File: src/rtl/fc_pkg.sv
// Shared types and post-processing helpers for the parametrised dense layer.
package fc_pkg;

  typedef enum logic [2:0] {IDLE, LOAD, MAC, BIAS, DRAIN} fc_state_t;

  function automatic logic signed [63:0] relu_fn(input logic signed [63:0] v, input bit en);
    return (en && v < 0) ? 64'sd0 : v;
  endfunction

  function automatic logic signed [63:0] sat_fn(input logic signed [63:0] v, input int w);
    logic signed [63:0] hi, lo;
    hi = (64'sd1 <<< (w - 1)) - 64'sd1;
    lo = -hi - 64'sd1;
    if (v > hi) return hi;
    if (v < lo) return lo;
    return v;
  endfunction

  // Caller keeps the low w bits; without saturation that is plain truncation.
  function automatic logic signed [63:0] post_fn(input logic signed [63:0] v, input bit relu_en,
                                                 input bit sat_en, input int w);
    logic signed [63:0] r;
    r = relu_fn(v, relu_en);
    return sat_en ? sat_fn(r, w) : r;
  endfunction

endpackage

File: src/rtl/fc_lane.sv
// One MAC lane: weight/bias ROM, per-group accumulators, bias/ReLU/reduce, result store.
// FC_LAYER_SAT_EN selects saturation instead of truncation when reducing to DATA_W.
module fc_lane
  import fc_pkg::*;
#(
  parameter int DATA_W = 18,
  parameter int WGT_W  = 9,
  parameter int ACC_W  = 36,
  parameter int GROUPS = 4,
  parameter int N_IN   = 100,
  parameter int RELU   = 1,
  parameter int AW     = 9,
  parameter int GW     = 2,
  parameter logic [N_IN*GROUPS*WGT_W-1:0] W_INIT = '0,
  parameter logic [GROUPS*WGT_W-1:0]      B_INIT = '0
) (
  input  logic                     clk,
  input  logic [AW-1:0]            w_addr,
  input  logic signed [DATA_W-1:0] x,
  input  logic                     mac_en,
  input  logic                     first,
  input  logic                     bias_en,
  input  logic [GW-1:0]            grp,
  input  logic                     drain,
  input  logic [GW-1:0]            out_grp,
  output logic signed [DATA_W-1:0] y
);

`ifdef FC_LAYER_SAT_EN
  localparam bit SAT_EN = 1'b1;
`else
  localparam bit SAT_EN = 1'b0;
`endif

  logic signed [WGT_W-1:0]  w_p0;
  logic signed [ACC_W-1:0]  acc_p1 [GROUPS];
  logic signed [DATA_W-1:0] res_p2 [GROUPS];
  logic signed [ACC_W-1:0]  prod;
  logic signed [WGT_W-1:0]  bias;
  logic signed [ACC_W-1:0]  sum;
  logic signed [DATA_W-1:0] res;

  always_comb begin
    prod = ACC_W'(x) * ACC_W'(w_p0);
    bias = B_INIT[int'(grp)*WGT_W +: WGT_W];
    sum  = acc_p1[grp] + ACC_W'(bias);
    res  = DATA_W'(post_fn(64'(sum), RELU != 0, SAT_EN, DATA_W));
  end

  // p0: registered ROM read; p1: accumulate; p2: post-processed result
  always_ff @(posedge clk) begin
    w_p0 <= W_INIT[int'(w_addr)*WGT_W +: WGT_W];
    if (mac_en) acc_p1[grp] <= (first ? '0 : acc_p1[grp]) + prod;
    if (bias_en) res_p2[grp] <= res;
  end

  assign y = drain ? res_p2[out_grp] : '0;

endmodule

File: src/rtl/fc_layer_param.sv
// Dense layer engine: FSM/counters plus LANES copies of fc_lane. ROM images come in as
// W_INIT/B_INIT parameters. FC_LAYER_SAT_EN enables output saturation (default: truncation).
module fc_layer_param
  import fc_pkg::*;
#(
  parameter int LANES  = 16,
  parameter int GROUPS = 4,
  parameter int N_IN   = 100,
  parameter int DATA_W = 18,
  parameter int WGT_W  = 9,
  parameter int ACC_W  = 36,
  parameter int RELU   = 1,
  parameter logic [LANES*N_IN*GROUPS*WGT_W-1:0] W_INIT = '0,
  parameter logic [LANES*GROUPS*WGT_W-1:0]      B_INIT = '0
) (
  input  logic                                 clk,
  input  logic                                 rst,
  input  logic                                 strt,
  input  logic                                 abort,
  input  logic                                 in_valid,
  output logic                                 in_ready,
  input  logic [DATA_W-1:0]                    din,
  output logic                                 out_valid,
  input  logic                                 out_ready,
  output logic [LANES*DATA_W-1:0]              dout,
  output logic [$clog2(GROUPS>1?GROUPS:2)-1:0] out_grp,
  output logic                                 busy
);

  localparam int GW = $clog2(GROUPS > 1 ? GROUPS : 2);
  localparam int IW = $clog2(N_IN > 1 ? N_IN : 2);
  localparam int AW = $clog2(N_IN*GROUPS > 1 ? N_IN*GROUPS : 2);

  fc_state_t                state;
  logic [IW-1:0]            in_idx;
  logic [GW-1:0]            grp;
  logic signed [DATA_W-1:0] din_p0;
  logic [AW-1:0]            rom_addr;
  logic                     last_grp, last_in, last_beat;

  assign last_grp  = (grp == GW'(GROUPS - 1));
  assign last_in   = (in_idx == IW'(N_IN - 1));
  assign last_beat = (out_grp == GW'(GROUPS - 1));

  // Address runs one cycle ahead of the MAC: word 0 on the load handshake, then grp+1.
  always_comb begin
    rom_addr = '0;
    if (state == LOAD) rom_addr = AW'(int'(in_idx) * GROUPS);
    else if (state == MAC && !last_grp) rom_addr = AW'(int'(in_idx) * GROUPS + int'(grp) + 1);
  end

  always_ff @(posedge clk) begin
    if (rst || abort) begin
      state     <= IDLE;
      in_idx    <= '0;
      grp       <= '0;
      out_grp   <= '0;
      in_ready  <= 1'b0;
      out_valid <= 1'b0;
      busy      <= 1'b0;
    end else begin
      case (state)
        IDLE: if (strt) begin
          state    <= LOAD;
          in_ready <= 1'b1;
          busy     <= 1'b1;
        end
        LOAD: if (in_valid) begin
          state    <= MAC;
          in_ready <= 1'b0;
          grp      <= '0;
        end
        MAC: if (last_grp) begin
          grp <= '0;
          if (last_in) begin
            in_idx <= '0;
            state  <= BIAS;
          end else begin
            in_idx   <= in_idx + IW'(1);
            state    <= LOAD;
            in_ready <= 1'b1;
          end
        end else grp <= grp + GW'(1);
        BIAS: if (last_grp) begin
          grp       <= '0;
          state     <= DRAIN;
          out_valid <= 1'b1;
          out_grp   <= '0;
        end else grp <= grp + GW'(1);
        DRAIN: if (out_ready) begin
          if (last_beat) begin
            state     <= IDLE;
            out_valid <= 1'b0;
            busy      <= 1'b0;
            out_grp   <= '0;
          end else out_grp <= out_grp + GW'(1);
        end
        default: state <= IDLE;
      endcase
    end
  end

  // p0: input activation latched on the handshake
  always_ff @(posedge clk) begin
    if (in_ready && in_valid) din_p0 <= din;
  end

  for (genvar i = 0; i < LANES; i++) begin : g_lane
    logic signed [DATA_W-1:0] lane_y;

    fc_lane #(
      .DATA_W(DATA_W), .WGT_W(WGT_W), .ACC_W(ACC_W), .GROUPS(GROUPS), .N_IN(N_IN),
      .RELU(RELU), .AW(AW), .GW(GW),
      .W_INIT(W_INIT[i*N_IN*GROUPS*WGT_W +: N_IN*GROUPS*WGT_W]),
      .B_INIT(B_INIT[i*GROUPS*WGT_W +: GROUPS*WGT_W])
    ) u_lane (
      .clk    (clk),
      .w_addr (rom_addr),
      .x      (din_p0),
      .mac_en (state == MAC),
      .first  (in_idx == '0),
      .bias_en(state == BIAS),
      .grp    (grp),
      .drain  (out_valid),
      .out_grp(out_grp),
      .y      (lane_y)
    );

    assign dout[i*DATA_W +: DATA_W] = lane_y;
  end

endmodule
File: config.mk
export PLATFORM = sky130hd
export DESIGN_NAME = fc_layer_param
export DESIGN_NICKNAME = d
export VERILOG_FILES = /design/src/rtl/fc_pkg.sv /design/src/rtl/fc_lane.sv /design/src/rtl/fc_layer_param.sv
export SDC_FILE = /design/constraint.sdc
export NUM_CORES = 2
export LEC_CHECK = 0
export CORE_UTILIZATION = 43
export CTS_BUF_LIST = sky130_fd_sc_hd__clkbuf_8
export DETAILED_ROUTE_END_ITERATION = 10
export GPL_ROUTABILITY_DRIVEN = 0
export GPL_TIMING_DRIVEN = 0
export PLACE_DENSITY = 0.56
export SKIP_LAST_GASP = 1
export SYNTH_ARGS = -nofsm -noshare
export SYNTH_HDL_FRONTEND = slang
export SYNTH_SLANG_ARGS = --single-unit
File: constraint.sdc
create_clock -name clk -period 70.6 [get_ports clk]
set_clock_uncertainty 0.15 [all_clocks]
set_input_delay 10.59 -clock clk [delete_from_list [all_inputs] [get_ports clk]]
set_output_delay 10.59 -clock clk [all_outputs]
set_load 0.02 [all_outputs]
==> Word level (Yosys, flattened, before mapping) <==
Memories as Yosys holds them, arrays and structs flattened. A register that Yosys moved wholly into a read port is not among the register bits.
Index checks and enable logic that the tools add are counted.
{ "classes": {"n_shift": 2, "n_lt_le_gt_ge": 16, "add_sub_neg": 37, "eq_ne": 14, "bitwise": 0, "muxes": 144, "n_reduce_logical": 18, "n_div": 0, "multipliers": 3} }
{ "op_table": {"columns": ["cell", "count"], "rows": [
  ["indexed part select 3600 x 32 -> 9 bit, first input constant", 1],
  ["adder 36 bit", 16],
  ["adder 36 x 9 -> 36 bit", 16],
  ["< comparator 36 x 1 -> 1 bit, second input constant", 16],
  ["two-way mux 18 bit", 32],
  ["two-way mux 36 bit", 16],
  ["two-way mux 2 bit", 70],
  ["indexed part select 36 x 7 -> 9 bit, first input constant", 1],
  ["multiplier 18 x 9 -> 27 bit", 1],
  ["two-way mux 3 bit", 6],
  ["two-way mux 9 bit", 2],
  ["case mux 3 bit (5 select lines)", 1],
  ["inequality test 2 bit, second input constant", 7],
  ["multiplier 9 x 4 -> 13 bit, second input constant", 1],
  ["two-way mux 1 bit", 11],
  ["adder 9 x 1 -> 9 bit, second input constant", 1],
  ["adder 9 x 2 -> 9 bit", 1],
  ["case mux 2 bit (2 select lines)", 2],
  ["AND reduction 4 bit", 2],
  ["adder 7 x 1 -> 7 bit, second input constant", 1],
  ["equality test 7 bit, second input constant", 1],
  ["zero test 7 bit", 1],
  ["two-way mux 7 bit", 1],
  ["equality test 3 x 2 -> 1 bit, second input constant", 2],
  ["other kinds (18)", 25]
]} }
{ "totals": {"word_cells": 275, "mem_count": 32, "output_inout_bits": 293, "rom_bits": 0, "latchBits": 0, "mem_bits_rw": 3456, "input_bits": 24, "reg_bits": 44} }
{ "memory_table": {"columns": ["name", "words", "word_bits", "read_ports", "rd_ports_with_merged_regs", "wr", "line_no", "rtl"], "rows": [
  ["g_lane[0].u_lane.acc_p1", 4, 36, 1, 1, 1, "fc_lane.sv:36", "logic signed [ACC_W-1:0] acc_p1 [GROUPS];"],
  ["g_lane[10].u_lane.acc_p1", 4, 36, 1, 1, 1, "fc_lane.sv:36", null],
  ["g_lane[11].u_lane.acc_p1", 4, 36, 1, 1, 1, "fc_lane.sv:36", null],
  ["g_lane[12].u_lane.acc_p1", 4, 36, 1, 1, 1, "fc_lane.sv:36", null],
  ["g_lane[13].u_lane.acc_p1", 4, 36, 1, 1, 1, "fc_lane.sv:36", null],
  ["g_lane[14].u_lane.acc_p1", 4, 36, 1, 1, 1, "fc_lane.sv:36", null],
  ["+26 memories", null, null, null, null, null, null, null]
]} }

==> Logic depth before layout (Yosys ltp) <==
{ "logic_depth": {"ltp_word": 7, "mapped_depth": 32, "depth_no_buf": 31} }

==> Hierarchy <==
Synthesis repeated with hierarchy kept, for this count alone.
{ "hier_totals": {"hier_cells": 14592, "hier_area_um2": 207964.5} }
{ "modules_own_cells": {"columns": ["mod", "area_per_inst_um2", "seq_area_each_um2", "cells_each", "instances"], "rows": [
  ["fc_lane at g_lane[3].u_lane ...", 12806.0, 6486.2, 884, 6],
  ["fc_lane at g_lane[0].u_lane ...", 13027.5, 6486.2, 930, 5],
  ["fc_lane at g_lane[11].u_lane", 12948.7, 6486.2, 912, 1],
  ["fc_lane at g_lane[15].u_lane", 12891.1, 6486.2, 903, 1],
  ["fc_lane at g_lane[2].u_lane", 12859.8, 6486.2, 907, 1],
  ["fc_lane at g_lane[9].u_lane", 12859.8, 6486.2, 885, 1],
  ["fc_lane at g_lane[1].u_lane", 12801.0, 6486.2, 880, 1],
  ["fc_layer_param", 1630.3, 880.8, 151, 1]
]} }

==> Least setup slack after synthesis <==
Ideal clock, no wire load.
{ "synth_timing": {"path_type": "reg-to-reg", "start": "register state[1]", "end": "register in_idx[6]", "slack_ns": 42.157, "t_required_ns": 70.375, "stages_incl_launch_ff": 7, "arrival_time_ns": 28.218, "n_path_buf": 1, "path_cell_list": "dfxtp_1 clkbuf_1 nand2b_1 nor2_1 nand4_1 or3_1 a21oi_1"} }
{ "synth_via": {"elab_chain_cells": 2} }
{ "synth_rtl": {"columns": ["element", "line_no", "rtl"], "rows": [
  ["start, declared", "fc_layer_param.sv:34", "fc_state_t state;"],
  ["start signal, assigned", "fc_layer_param.sv:54", "state <= IDLE;"],
  ["start signal, assigned", "fc_layer_param.sv:64", "state <= LOAD;"],
  ["start signal, assigned", "fc_layer_param.sv:69", "state <= MAC;"],
  ["equality test 3 x 2 -> 1 bit", "fc_layer_param.sv:62", "case (state)"],
  ["AND reduction 2 bit (no source line)", null, null],
  ["end signal, assigned", "fc_layer_param.sv:79", "in_idx <= in_idx + IW'(1);"],
  ["end, declared", "fc_layer_param.sv:35", "logic [IW-1:0] in_idx;"]
]} }
Every way passes these cells.
A chain may end at the register's enable or synchronous reset.

==> key figures <==
STA
  • Fin crit share: 23.1%
  • Count of final setup violators: 0
  • Post-Route Setup TNS: 0 ps
  • RSZ-0062 raised after global routing: no
  • Final min period: 16340 ps
  • Worst-Margin Slew: 1360 ps
  • Rel. slew slack: 9.14%
  • Max-slew violation count: 0
  • Hold Fails Final Rpt: 0
  • Fmax: 0.0612 GHz

CTS
  • Post-CTS setup repair buffer count: 0
  • CTS root buffer: clkbuf_8
  • Clock Pin Slew Worst Setup and Hold Paths: 60 ps
  • Clock Tree Buf Depth: 4
  • CTS tree: done
  • Htree depth: 6
  • Cts bufs inserted: 589
  • Hold-fix buffers, CTS: 0
  • Post_cts resized: 0
  • Worst-skew pair later-pin latency: 1190 ps
  • Clock sink count: 3477

Pwr
  • Pwr/cell area: 34.8 mW/mm²
  • Clk pwr share: 25.6%
  • Combinational power share: 32.8%
  • Internal: 4.09 mW
  • Peak supply drop: 121 µV
  • Switching fraction of total power: 36.8%
  • Leakage: 65.4 nW
  • Net load switching power: 2.39 mW
  • Flop pwr share: 41.6%

Outcome
  • Status: finished clean

Routing
  • Wire length per cell: 26.2 µm
  • Drt pass-1 iters: 6
  • DRC viols: 0
  • Post-route ant nets: 0
  • Via-to-Cell Ratio: 5.60
  • Total number of vias: 92700
  • Routed WL: 434 mm
  • Iter 0 DRT Violations: 8000

Finish
  • Share of cells above drive strength 1: 16.4%
  • Final Core Density: 49.6%
  • Commonest non-fill, non-tap cell in the layout: edfxtp_1
  • Area grow syn2layout: 14.7%
  • Fillers: 31500
  • Final nets: 11800
  • Commonest non-fill, non-tap cells in the layout: edfxtp_1, and2_1, mux4_2

Floorplan
  • Row count: 225
  • Core ar.: 0.376 mm²
  • Io pins: 317
  • Die ar.: 0.380 mm²
  • Die X: 616 µm
  • Die Y-Extent: 616 µm
  • Initial core utilization: 43.2%

Logic synthesis
  • Most used DFF post-synth: edfxtp_1
  • Post-synthesis compound-gate area fraction: 6.40%
  • Synth unique cells: 100
  • Synth Area in Simple Gates: 7.44%
  • Synthesized area: 0.162 mm²
  • XOR/XNOR share of the synthesized area: 3.02%
  • Largest family of logic cells by synthesized area: multiplexers
  • Post-synthesis mux area share: 12.0%
  • Fraction of registers with async set/reset: 0%
  • Register bit total from synthesis: 3477
  • Post-Synth Adder-Cell Area: 5.64%
  • Synth Warn #: 0
  • Post-synth EDFFs: 3456
  • Mapped Cells: 9918
  • Post-synthesis sequential area ratio: 64.2%
  • Synth Area per Inst: 16.4 µm²

Global routing
  • Wire length of the first global-routing pass: 631 mm
  • Total gr overflow: 0
  • Vias in the first global route: 95200
  • All-Layer GR Usage: 22.6%
  • Initial antenna violation count: 44
  • Largest net degree at the start of global routing: 154

Placement
  • Post-detail-place hpwl: 290 mm
  • Port bufs: 298

Critical path
  • Crit Path Class: flop to output port
  • Worst Path Arrival: 5600 ps
  • Crit end category: output port
  • Worst Setup Start Kind: flop
  • Flop2flop setup slack: 64820 ps
  • CP max FO: 10
  • Req. time, crit path: 59860 ps

Run
  • Max_cap viols: 0

Worst hold path
  • Hold WC Path Type: flop to flop
-- sequential cells by signal, summed over array words and instances (netlist names), named ones only --
name,count
busy,1
g_lane.u_lane.acc_p1,2304
g_lane.u_lane.res_p2,1152
grp,2
in_idx,7
in_ready,1
out_grp,2
out_valid,1
state,3
-- routing by layer --
metal	share of wire [%]	GRT usage, %
met2	47	36.8
met1	43	31.0
met3	6.2	3.43
met4	3.6	8.22
met5	0.0028	0
-- stage by stage --
stage / area (µm²) / total power, mW / hold WS [ps] / std cells / setup WS (ps)
finish: 186000 / 6.48 / 374 / 16600 / 54260
global route: 186000 / 6.79 / 402 / 16600 / 54070
CTS: 186000 / 6.06 / 372 / 16500 / 54020
detailed placement: 176000 / 4.38 / 356 / 15500 / 55370
global placement: 172000 / 4.31 / 332 / 15300 / 16280
floorplan: 163000 / 4.05 / 321 / 10000 / 42160
-- area by class of cell --
type | instances | area, µm² | share of cell area (%)
buffer | 375 | 1510 | 0.809
clock inverter | 431 | 2370 | 1.27
tap | 4994 | 6250 | 3.35
timing repair buffer | 458 | 6360 | 3.41
inverter | 174 | 661 | 0.355
clock buffer | 600 | 8260 | 4.43
antenna | 39 | 97.6 | 0.0524
multi-input combinational | 6022 | 56600 | 30.4
sequential | 3477 | 104000 | 55.9
-- worst paths after layout --
| path | startpoint | end | depth (start not counted) |
|---|---|---|---|
| min reg2reg | in_idx[6]$_SDFFE_PP0P_ | in_idx[6]$_SDFFE_PP0P_ | 2 |
| max | flop | dout[144] | 8 |
| min | in_idx[6]$_SDFFE_PP0P_ | in_idx[6]$_SDFFE_PP0P_ | 2 |
| max reg2reg | flop | g_lane[10].u_lane.acc_p1[2][17]$_DFFE_PP_ | 9 |
-- cell families after synthesis --
group,after synthesis
DFF,3477
and+or+nand+nor,2171
AOI/OAI and AO/OA,1599
muxes,867
adders and majority gates,695
xor gates and xnor gates,558
buffers and inverters,549
other,2
-- worst max-delay path: stages (launching register included) --
cell	delay, ps
dfxtp_1	320
clkbuf_2	500
buf_12	240
clkbuf_2	360
buf_12	220
buf_1	1010
mux4_2	810
and2_1	270
clkdlybuf4s50_1	550
-- power by group through the flow --
stage | registers, mW | logic [mW] | clock network [mW]
finish | 2.69 | 2.13 | 1.66
global route | 2.69 | 2.31 | 1.78
CTS | 2.69 | 1.66 | 1.71
detailed placement | 2.74 | 1.65 | 0
global placement | 2.74 | 1.57 | 0
floorplan | 2.74 | 1.32 | 0
-- synth_stat cells (174+ instances only) --
master | count | area share [%]
a21oi_1 | 519 | 1.6
a21o_1 | 323 | 1.5
edfxtp_1 | 3456 | 64
mux4_2 | 864 | 12
inv_1 | 174 | 0.40
xor2_1 | 179 | 0.97
clkbuf_1 | 258 | 0.60
ha_1 | 633 | 4.9
nand2_1 | 274 | 0.63
nor2_1 | 287 | 0.66
and2_1 | 869 | 3.3
o21ai_0 | 245 | 0.76
xnor2_1 | 378 | 2.0
nor2b_1 | 336 | 1.3
Power figures use the tool's default switching activity.
